[src/rtl/usr_seq_ctrl_pkg.sv]
// Shared types and constants for the shift-register sequencing controller.
package usr_ctrl_pkg;

  localparam int unsigned DATA_W = 4;

  typedef enum logic [2:0] {
    IDLE,
    LOAD,
    TX_SHIFT,
    RX_SHIFT,
    RX_DONE
  } state_e;

  localparam logic [1:0] MODE_HOLD = 2'b00;
  localparam logic [1:0] MODE_SHL  = 2'b01;
  localparam logic [1:0] MODE_SHR  = 2'b10;
  localparam logic [1:0] MODE_LOAD = 2'b11;

  // Shift register mode driven while the controller sits in a given state.
  function automatic logic [1:0] state_mode(state_e st);
    case (st)
      LOAD:     return MODE_LOAD;
      TX_SHIFT: return MODE_SHL;
      RX_SHIFT: return MODE_SHR;
      default:  return MODE_HOLD;
    endcase
  endfunction

endpackage

[src/rtl/usr_seq_ctrl_if.sv]
// Transmit/receive requester handshake bundle of the sequencing controller.
interface usr_seq_ctrl_if #(
  parameter int unsigned WIDTH = 4
);

  logic             tx_valid;
  logic [WIDTH-1:0] tx_data;
  logic             tx_ready;
  logic             rx_req;
  logic             rx_valid;
  logic [WIDTH-1:0] rx_data;

  modport master (
    output tx_valid, tx_data, rx_req,
    input  tx_ready, rx_valid, rx_data
  );

  modport slave (
    input  tx_valid, tx_data, rx_req,
    output tx_ready, rx_valid, rx_data
  );

endinterface

[src/rtl/usr_seq_ctrl.sv]
// Sequencing controller: loads words into an external universal shift register
// and shifts them out MSB-first, or shifts a serial word in and strobes it out.
module usr_seq_ctrl
  import usr_ctrl_pkg::*;
#(
  parameter int unsigned WIDTH = DATA_W
) (
  input  logic             clk,
  input  logic             rst,
  usr_seq_ctrl_if.slave    bus,
  input  logic             ser_in,
  input  logic [WIDTH-1:0] q,
  output logic [1:0]       s,
  output logic [WIDTH-1:0] pin,
  output logic             sin,
  output logic             ser_out,
  output logic             busy
);

  localparam int unsigned CNT_W = $clog2(WIDTH) + 1;
  localparam logic [CNT_W-1:0] CNT_LAST = CNT_W'(WIDTH - 1);

  state_e           state_q, state_d;
  logic [CNT_W-1:0] cnt_q, cnt_d;
  logic [WIDTH-1:0] pin_q, pin_d;
  logic             tx_ready;
  logic             rx_valid;
  logic [WIDTH-1:0] rx_data;

  always_ff @(posedge clk or posedge rst) begin
    if (rst) begin
      state_q <= IDLE;
      cnt_q   <= '0;
      pin_q   <= '0;
    end else begin
      state_q <= state_d;
      cnt_q   <= cnt_d;
      pin_q   <= pin_d;
    end
  end

  // Next state and state-decoded outputs; transmit wins over receive in IDLE.
  always_comb begin
    state_d  = state_q;
    cnt_d    = cnt_q;
    pin_d    = pin_q;
    s        = state_mode(state_q);
    sin      = 1'b0;
    ser_out  = 1'b0;
    busy     = (state_q != IDLE);
    tx_ready = 1'b0;
    rx_valid = 1'b0;
    rx_data  = '0;

    case (state_q)
      IDLE: begin
        tx_ready = ~rst;
        if (bus.tx_valid) begin
          pin_d   = bus.tx_data;
          state_d = LOAD;
        end else if (bus.rx_req) begin
          cnt_d   = '0;
          state_d = RX_SHIFT;
        end
      end
      LOAD: begin
        cnt_d   = '0;
        state_d = TX_SHIFT;
      end
      TX_SHIFT: begin
        ser_out = q[WIDTH-1];
        cnt_d   = cnt_q + CNT_W'(1);
        if (cnt_q == CNT_LAST) state_d = IDLE;
      end
      RX_SHIFT: begin
        sin   = ser_in;
        cnt_d = cnt_q + CNT_W'(1);
        if (cnt_q == CNT_LAST) state_d = RX_DONE;
      end
      RX_DONE: begin
        rx_valid = 1'b1;
        rx_data  = q;
        state_d  = IDLE;
      end
      default: state_d = IDLE;
    endcase
  end

  assign pin          = pin_q;
  assign bus.tx_ready = tx_ready;
  assign bus.rx_valid = rx_valid;
  assign bus.rx_data  = rx_data;

endmodule
[src/flat_wrapper.sv]
// flat-port wrapper written by rule: the top's interface ports become plain ports
module usr_seq_ctrl_flat import usr_ctrl_pkg::*;
#(
  parameter int unsigned WIDTH = DATA_W
)
  (clk, rst, ser_in, q, s, pin, sin, ser_out, busy, bus_tx_valid, bus_tx_data, bus_rx_req, bus_tx_ready, bus_rx_valid, bus_rx_data);
  usr_seq_ctrl_if #(.WIDTH(WIDTH)) bus_i ();
  input  logic clk;
  input  logic rst;
  input  logic ser_in;
  input  logic [WIDTH-1:0] q;
  output logic [1:0] s;
  output logic [WIDTH-1:0] pin;
  output logic sin;
  output logic ser_out;
  output logic busy;
  input wire logic [$bits(bus_i.tx_valid)-1:0] bus_tx_valid;
  input wire logic [$bits(bus_i.tx_data)-1:0] bus_tx_data;
  input wire logic [$bits(bus_i.rx_req)-1:0] bus_rx_req;
  output wire logic [$bits(bus_i.tx_ready)-1:0] bus_tx_ready;
  output wire logic [$bits(bus_i.rx_valid)-1:0] bus_rx_valid;
  output wire logic [$bits(bus_i.rx_data)-1:0] bus_rx_data;
  assign bus_i.tx_valid = bus_tx_valid;
  assign bus_i.tx_data = bus_tx_data;
  assign bus_i.rx_req = bus_rx_req;
  assign bus_tx_ready = bus_i.tx_ready;
  assign bus_rx_valid = bus_i.rx_valid;
  assign bus_rx_data = bus_i.rx_data;
  usr_seq_ctrl #(.WIDTH(WIDTH)) u_core (.clk(clk), .rst(rst), .bus(bus_i), .ser_in(ser_in), .q(q), .s(s), .pin(pin), .sin(sin), .ser_out(ser_out), .busy(busy));
endmodule
[config.mk]
export PLATFORM = sky130hd
export DESIGN_NAME = usr_seq_ctrl_flat
export DESIGN_NICKNAME = d
export VERILOG_FILES = /design/src/rtl/usr_seq_ctrl_pkg.sv /design/src/rtl/usr_seq_ctrl_if.sv /design/src/rtl/usr_seq_ctrl.sv /design/src/flat_wrapper.sv
export SDC_FILE = /design/constraint.sdc
export NUM_CORES = 1
export LEC_CHECK = 0
export CAP_MARGIN = 10
export CORE_AREA = 2 2 42 44
export CTS_CLUSTER_SIZE = 14
export DETAILED_ROUTE_END_ITERATION = 10
export DIE_AREA = 0 0 44 46
export GPL_TIMING_DRIVEN = 0
export PLACE_DENSITY = 0.71
export SLEW_MARGIN = 15
export SYNTH_ARGS = -nofsm -noshare
export SYNTH_HDL_FRONTEND = slang
export SYNTH_SLANG_ARGS = --single-unit
[constraint.sdc]
create_clock -name clk -period 1.7 [get_ports clk]
set_input_delay 0.17 -clock clk [delete_from_list [all_inputs] [get_ports clk]]
set_output_delay 0.17 -clock clk [all_outputs]
set_load 0.01 [all_outputs]
* Word-level counts from Yosys, hierarchy flattened
Index checks and enable logic that the tools add are counted.
Word-level totals: register bits after elaboration 10, bits of input ports 13, output and inout bits 15, word-level logic and storage cells 36
Operators by class: add/subtract/negate cells 1, equal/unequal tests 10, muxes and demuxes 14, bitwise operators 1, reduce and logical (&&, ||, !) cells 7
Operators with widths (number):
- $mux 3 | 6
- $pmux 3 s4 | 1
- $eq 3x2->1 const B | 3
- $pmux 3 s3 | 1
- $pmux 2 s3 | 1
- $reduce_and 3->1 | 2
- $reduce_bool 3->1 | 2
- $mux 1 | 4
- $mux 4 | 1
- $ne 2x1->1 const B | 2
- $ne 2x2->1 const B | 2
- $add 3x1->3 const B | 1
- $eq 3x1->1 const B | 1
- $eq 3x3->1 const B | 1
- $logic_not 3->1 | 1
- $ne 3x3->1 const B | 1
- $reduce_and 2->1 | 1
- $reduce_or 2->1 | 1
- $not 1->1 | 1

* Logic depth before layout (Yosys ltp)
word-level depth 4, depth in mapped cells 4, gate-level depth less buffers 4

* Least setup slack after synthesis
No wires, ideal clock.
path type register -> register, from register u_core.state_q[0], to register u_core.pin_q[0] (netlist: u_core.pin[0]), setup time 0.125 ns, arrival time 1.295 ns, data required time 1.575 ns, slack 0.280 ns, cell stages (with the launch flop) 4, path buffers 0, clock period less this slack 1.420 ns, cell sequence dfrtp_1 > or3_4 > nor2_8 > mux2_4
On the way: cells in the longest elaborated chain, start to end 2
Ends and longest elaborated chain:
- from (decl) | RTL line usr_seq_ctrl.sv:23 | state_e state_q, state_d;
- from (signal assigned) | RTL line usr_seq_ctrl.sv:36 | state_q <= state_d;
- $logic_not 3->1 | RTL line usr_seq_ctrl.sv:55 | case (state_q)
- $reduce_and 2->1 (no line)
- to (signal assigned) | RTL line usr_seq_ctrl.sv:38 | pin_q <= pin_d;
- to (decl) | RTL line usr_seq_ctrl.sv:25 | logic [WIDTH-1:0] pin_q, pin_d;
Every way passes these cells. A chain may end at the register's enable or synchronous reset.

* Worst setup path in the final report
from register u_core.state_q[0], to output port busy
On the way: cells in the longest elaborated chain, start to end 1
Ends and longest elaborated chain:
- $reduce_bool 3->1 | RTL line usr_seq_ctrl.sv:50 | busy = (state_q != IDLE);
- to (decl) | RTL line flat_wrapper.sv:16 | output logic busy;
Every way passes these cells.

==> metrics.md <==
| Metric | Value |
|---|---|
| Tot GR Track Use | 0.128 |
| Final Power | 1.46 mW |
| Final critical-path required period | 1.62 ns |
| Gp weighted congestion | between 0.6 and 0.7 |
| Worst Setup Start Kind | register |
| Yosys top cell area share | 0.465 |
| Vias per cell | between 4 and 5 |
| CP Class | register to output pin |
| Yosys cell types | 21 |
| Via count | 486 |
| Post-route cell area | 941 um2 |
| Nets | approximately 100 |
| Buffers on Ports | 27 |
| FILL cells | 149 |
| Depth of the CTS H-tree | 1 |
| First-pass GRT wire length | 1.78 mm |
| Final hold violations | 0 |
| Chip height | 46 um |
| Clock skew | between 0.0015 and 0.002 ns |
| Slowest-stage cell, CP | dfrtp_2 |
| Initial Utilization | 0.333 |
| Worst slew pin tran | ~0.37 ns |
| Detail Route Antenna Nets | 0 |
| VDD IR-drop max | 788 uV |
| Post-Route WL | 1.18 mm |
| Syn_nets | between 60 and 70 |
| R2R Setup Slk | 0.25 ns |
| RSZ-0062 raised after global routing | false |
| Critical path arrival | 1.45 ns |
| CTS sink count | 10 |
| Final setup fails | 0 |
| CP Max Fanout | 5 |
| Worst-Skew Late Latency | about 0.26 ns |
| Rel. slew slack | 0.754 |
| Final worst slack | 0.0818 ns |
| Grt ovf | 0 |
| Rows | 15 |
| First drt pass iteration count | 2 |
| Clock transition at the registers of the reported paths | 0.07 ns |
| DRC viols | 0 |
| Max-cap violations | 0 |
| Sequential share of the synthesized area | 0.465 |
| Critical path's largest stage delay | 0.45 ns |
| Hold_buf cts | 0 |
| Mapped Area | around 540 um2 |
| Hold Path Class | input port to asynchronous set/reset pin |
| Area of the die | 2020 um2 |
| Cell Area, Placed | roughly 830 um2 |
| Yosys warns | 0 |
| Synth Register Bits | 10 |
| Die W | 44 um |
| Final period utilization | 0.952 |
| CTS Buf Count | 3 |
| Core ar. | 1610 um2 |
| Synth area leaders | dfrtp_1 47%, mux2_4 11%, and3_1 5.8% |
| Syn Area/Cell | 11.7 um2 |
| DP Worst Slack | -0.117 ns |
| Setup_tns | 0 ns |
| Status | finished clean |
| Diode count | 0 |
| CTS Buffer Depth | 2 |
| Hold Slack | 0.203 ns |
| Largest net degree at the start of global routing | 11 |
| Worst flop-to-flop path endpoint | u_core.pin[2] |
| Share of layout cells above drive strength 1 | 0.318 |
| Worst Path Required | 1.53 ns |
| DP HPWL | 840 um |
| Number of global-route vias before repair | 421 |
| Area Growth Syn to Fin | 74.9% |
| DRT iter0 DRCs | 3 |
| CTS root buf | clkbuf_4 |
| Antenna violations before repair | 0 |
| CTS tree | built |
| Post-synthesis cell count | 46 |
| Synth area leader | dfrtp_1 |
| Leakage power | 0.530 nW |
| Worst path cell trace | or3_4 -> dlygate4sd2_1 |
| Reg2reg path depth | 3 |
| CP Capture Type | output pin |
| I/O pin count | 28 |
| Fmax | roughly 0.62 GHz |
| Reg2Reg Launch Point | u_core.state_q[0] |
| Routed len/inst | 11.6 um |
| PD cells | 1550 nW/um2 |
| Max-slew violation count | 0 |
-- per-layer routing --
metal,share of wire,GRT usage,wire length (um)
met2,0.42,0.174,498
met5,0,0,0
met4,0.025,0.0909,30
met3,0.095,0.0556,112
met1,0.46,0.162,543
-- where the power goes --
group	switching, mW	internal, mW	leakage (nW)	total (mW)
clock	0.0850	0.130	0.0210	0.215
sequential	0.0845	0.352	0.119	0.437
combinational	0.294	0.511	0.390	0.805
total	0.463	0.993	0.530	1.46
-- critical path: cells and delay by family (launching register included) --
kind,cells,cell delay [ns]
AND/OR/NAND/NOR,1,0.44
flip-flops,1,0.45
buffers and inverters,1,0.30
-- state kept, by name, summed over array words and instances, names as in the netlist --
| signal | cells |
|---|---|
| u_core.pin | 4 |
| u_core.state_q | 3 |
| u_core.cnt_q | 3 |
-- cell usage in the layout (no fill, tap or decap), types with 2 or more instances in the layout --
cell type / n
clkdlybuf4s50_1: 16
clkbuf_4: 4
inv_1: 4
dfrtp_2: 2
nor2_1: 2
mux2_4: 4
a22o_1: 2
dfrtp_1: 8
buf_4: 8
dlymetal6s2s_1: 3
a21oi_1: 2
dlygate4sd2_1: 7
ha_1: 2
and3_1: 5
-- cells by family after synthesis --
kind of cell             synth area share
AND/OR/NAND/NOR                     0.230
flip-flops                          0.465
AO/OA/AOI/OAI                      0.0744
buffers and inverters              0.0349
multiplexers                        0.133
adder cells (fa/ha/maj)            0.0465
XOR/XNOR                           0.0163
-- per-stage QoR --
stage,instances,util
floorplan,46,-
global placement,90,0.514
detailed placement,90,0.514
CTS,100,0.572
global route,102,0.583
finish,102,0.583
-- layout make-up --
class / count / area, um2 / area share
Buffer: 1 / 7.51 / 0.00798
Clock buffer: 4 / 36.3 / 0.0386
Inverter: 4 / 15.0 / 0.0160
Multi-Input combinational cell: 31 / 284 / 0.302
Sequential cell: 10 / 253 / 0.269
Tap cell: 17 / 21.3 / 0.0226
Timing Repair Buffer: 35 / 324 / 0.344
-- how the worst max path moves through the flow --
stage / startpoint / to / depth (start not counted)
2_1_floorplan: u_core.state_q[0] / u_core.pin[0] / 3
3_3_place_gp: u_core.state_q[2] / ser_out / 4
3_5_place_dp: u_core.state_q[2] / ser_out / 4
4_1_cts: u_core.state_q[0] / bus_tx_ready / 3
5_1_grt: u_core.state_q[0] / busy / 2
6_report: u_core.state_q[0] / busy / 2
-- synth_stat cells --
master     n
a21o_1     1
a21oi_1    2
a22o_1     2
and2_1     1
and3_1     5
and3_2     1
and3b_2    1
clkbuf_1   1
dfrtp_1   10
ha_1       2
inv_1      4
mux2_2     1
mux2_4     4
nand2b_1   1
nand3b_1   1
nor2_1     3
nor2_8     1
nor2b_1    2
o21ai_0    1
or3_4      1
xnor2_1    1
-- timing repair --
| action | CTS | global route |
|---|---|---|
| buffers inserted | 6 | 2 |
| resized for setup | 17 | 4 |
| setup endpoints to repair | 10 | 4 |
| pin swaps | 1 | 0 |
Power figures use the tool's default switching activity.
==> edit, RTL diff (same flow settings) <==
The package constant `DATA_W` goes from 4 to 2.
--- a/src/rtl/usr_seq_ctrl_pkg.sv
+++ b/src/rtl/usr_seq_ctrl_pkg.sv
@@ -3,3 +3,3 @@
 
-  localparam int unsigned DATA_W = 4;
+  localparam int unsigned DATA_W = 2;
 
Interface: changed (resized bus_rx_data, bus_tx_data, pin and q); port bits go from 28 to 20. The function was not compared with the original's and may differ.
==> edit against the original RTL <==
Clock skew grew 0.0043 ns; power fell by 23%; worst setup slack improved by 0.0094 ns; register-to-register slack improved by 0.23 ns; largest power group unchanged; combinational power shrank 18%; routed wire length fell by 22%; sequential cell count decreased by 3; maximum frequency up 0.59%; cell area shrank 28%; area after synthesis decreased by 28%.
==> edit: results (changes against the original RTL) <==
outcome complete, no violations (unchanged); Post-DP HPWL 635 um (was 840 um); Sw Ratio 0.351 (was 0.318); delay-heaviest family, CP simple AND/OR/NAND/NOR gates (was flip-flops); HP Class in2async (unchanged); gp weighted congestion 0.704 (was 0.679); Slew Limit Headroom 0.819 (was 0.754); antenna cells 0 (unchanged); global-route wire length before repair 1490 um (was 1780 um); via count 367 (was 486); port bufs 19 (was 27); CP max-delay cell dfrtp_2 (unchanged); post-DR wirelength/cell 11.4 um (was 11.6 um); GRT Total Usage 0.114 (was 0.128); Clock Latency Late Sink 0.25 ns; max reg flops 3 (was 4); FFs w/ async S/R, synth 1.00 (unchanged); Detailed Route WL 926 um (was 1180 um); GR Util met1 0.104 (was 0.162); GRT met2 Usage 0.188 (was 0.174); clk_skew 0.00602 ns (was 0.00169 ns); Synth top cells by count dfrtp_1 (7), and3_1 (4) (was dfrtp_1 (10), and3_1 (5), inv_1 (4), mux2_4 (4), nor2_1 (3)); layout cells sized above 1 0.328 (was 0.318); Synth Instances 34 (was 46); GRT met3 Usage 0.0516 (was 0.0556); Area growth syn-to-layout 76.4% (was 74.9%); vias in the first global route 357 (was 421); synth top area cells dfrtp_1 (45%), mux2_4 (7.8%), and3_1 (6.5%) (was dfrtp_1 (47%), mux2_4 (11%), and3_1 (5.8%)); H-tree Lvls 1 (unchanged); DR iter-0 viols 1 (was 3); syn_nets 44 (was 61); DP Area 598 um^2 (was 830 um^2); CP max FO 5 (unchanged); Critical Path AT 1.44 ns; Biggest register u_core.state_q; CTS Buffer Depth 2 (unchanged); worst slack after detailed placement -0.0167 ns (was -0.117 ns); Yosys warning count 0 (unchanged); Leak 0.375 nW (was 0.530 nW); Int Pwr 731 uW (was 993 uW); Max IR drop VDD 0.000452 V (was 0.000788 V); largest net degree at the start of global routing 9 (was 11); CTS Buf Count 3 (unchanged); clock share of power 0.133 (was 0.148); CTS clk-pin slew, worst paths 0.05 ns (was 0.07 ns); Placed Instances 70 (was 90); sequential share of the synthesized area 0.453 (was 0.465); fin nets 75 (was 101); fillers 163 (was 149); combinational power 661 uW (was 805 uW); CP max stage delay 0.44 ns
==> edit: changes by cell type after synthesis, sizes merged, moves of 2 or more <==
cell / change
a22o: -2
mux2: -3
and3: -2
dfrtp: -3
inv: -2
==> edit: cells by family after synthesis <==
kind of cell / count (synthesis) / share of synthesized area
adder cells (fa/ha/maj): 1 / 0.0324
flip-flops: 7 / 0.453
AO/OA/AOI/OAI: 5 / 0.0841
buffers and inverters: 2 / 0.0194
multiplexers: 3 / 0.104
XOR/XNOR: 1 / 0.0227
AND/OR/NAND/NOR: 15 / 0.285
==> edit: path summary, 6_finish.rpt <==
check	startpoint	to	slack, ns	cells after the start
max in group asynchronous	rst	u_core.state_q[0]	1.29	2
min in group clk	u_core.cnt_q[0]	u_core.cnt_q[0]	0.49	1
worst max register to register	u_core.state_q[1]	u_core.pin[0]	0.48	4
worst max-delay path	u_core.state_q[0]	bus_tx_ready	0.09	3
worst min-delay path	rst	u_core.state_q[2]	0.18	2
worst min register to register	u_core.cnt_q[0]	u_core.cnt_q[0]	0.49	1
==> edit: routing by layer <==
layer / wire length (um) / share of wire
met1: 352 / 0.38
met2: 497 / 0.54
met3: 66 / 0.071
met5: 0 / 0
met4: 9 / 0.0097
==> edit: layout make-up <==
| class | count | area share |
|---|---|---|
| Tap cell | 17 | 0.0312 |
| Clock buffer | 4 | 0.0385 |
| Sequential cell | 7 | 0.262 |
| Multi-Input combinational cell | 25 | 0.310 |
| Timing Repair Buffer | 26 | 0.347 |
| Inverter | 2 | 0.0110 |
==> edit: what timing repair did <==
action / 4_1_cts / 5_1_grt
buffers inserted: 6 / 1
hold endpoints to repair: 0 / 0
gates cloned: 0 / 0
resized for setup: 10 / 5
hold buffers: 0 / 0
setup endpoints to repair: 7 / 3
pin swaps: 1 / 0
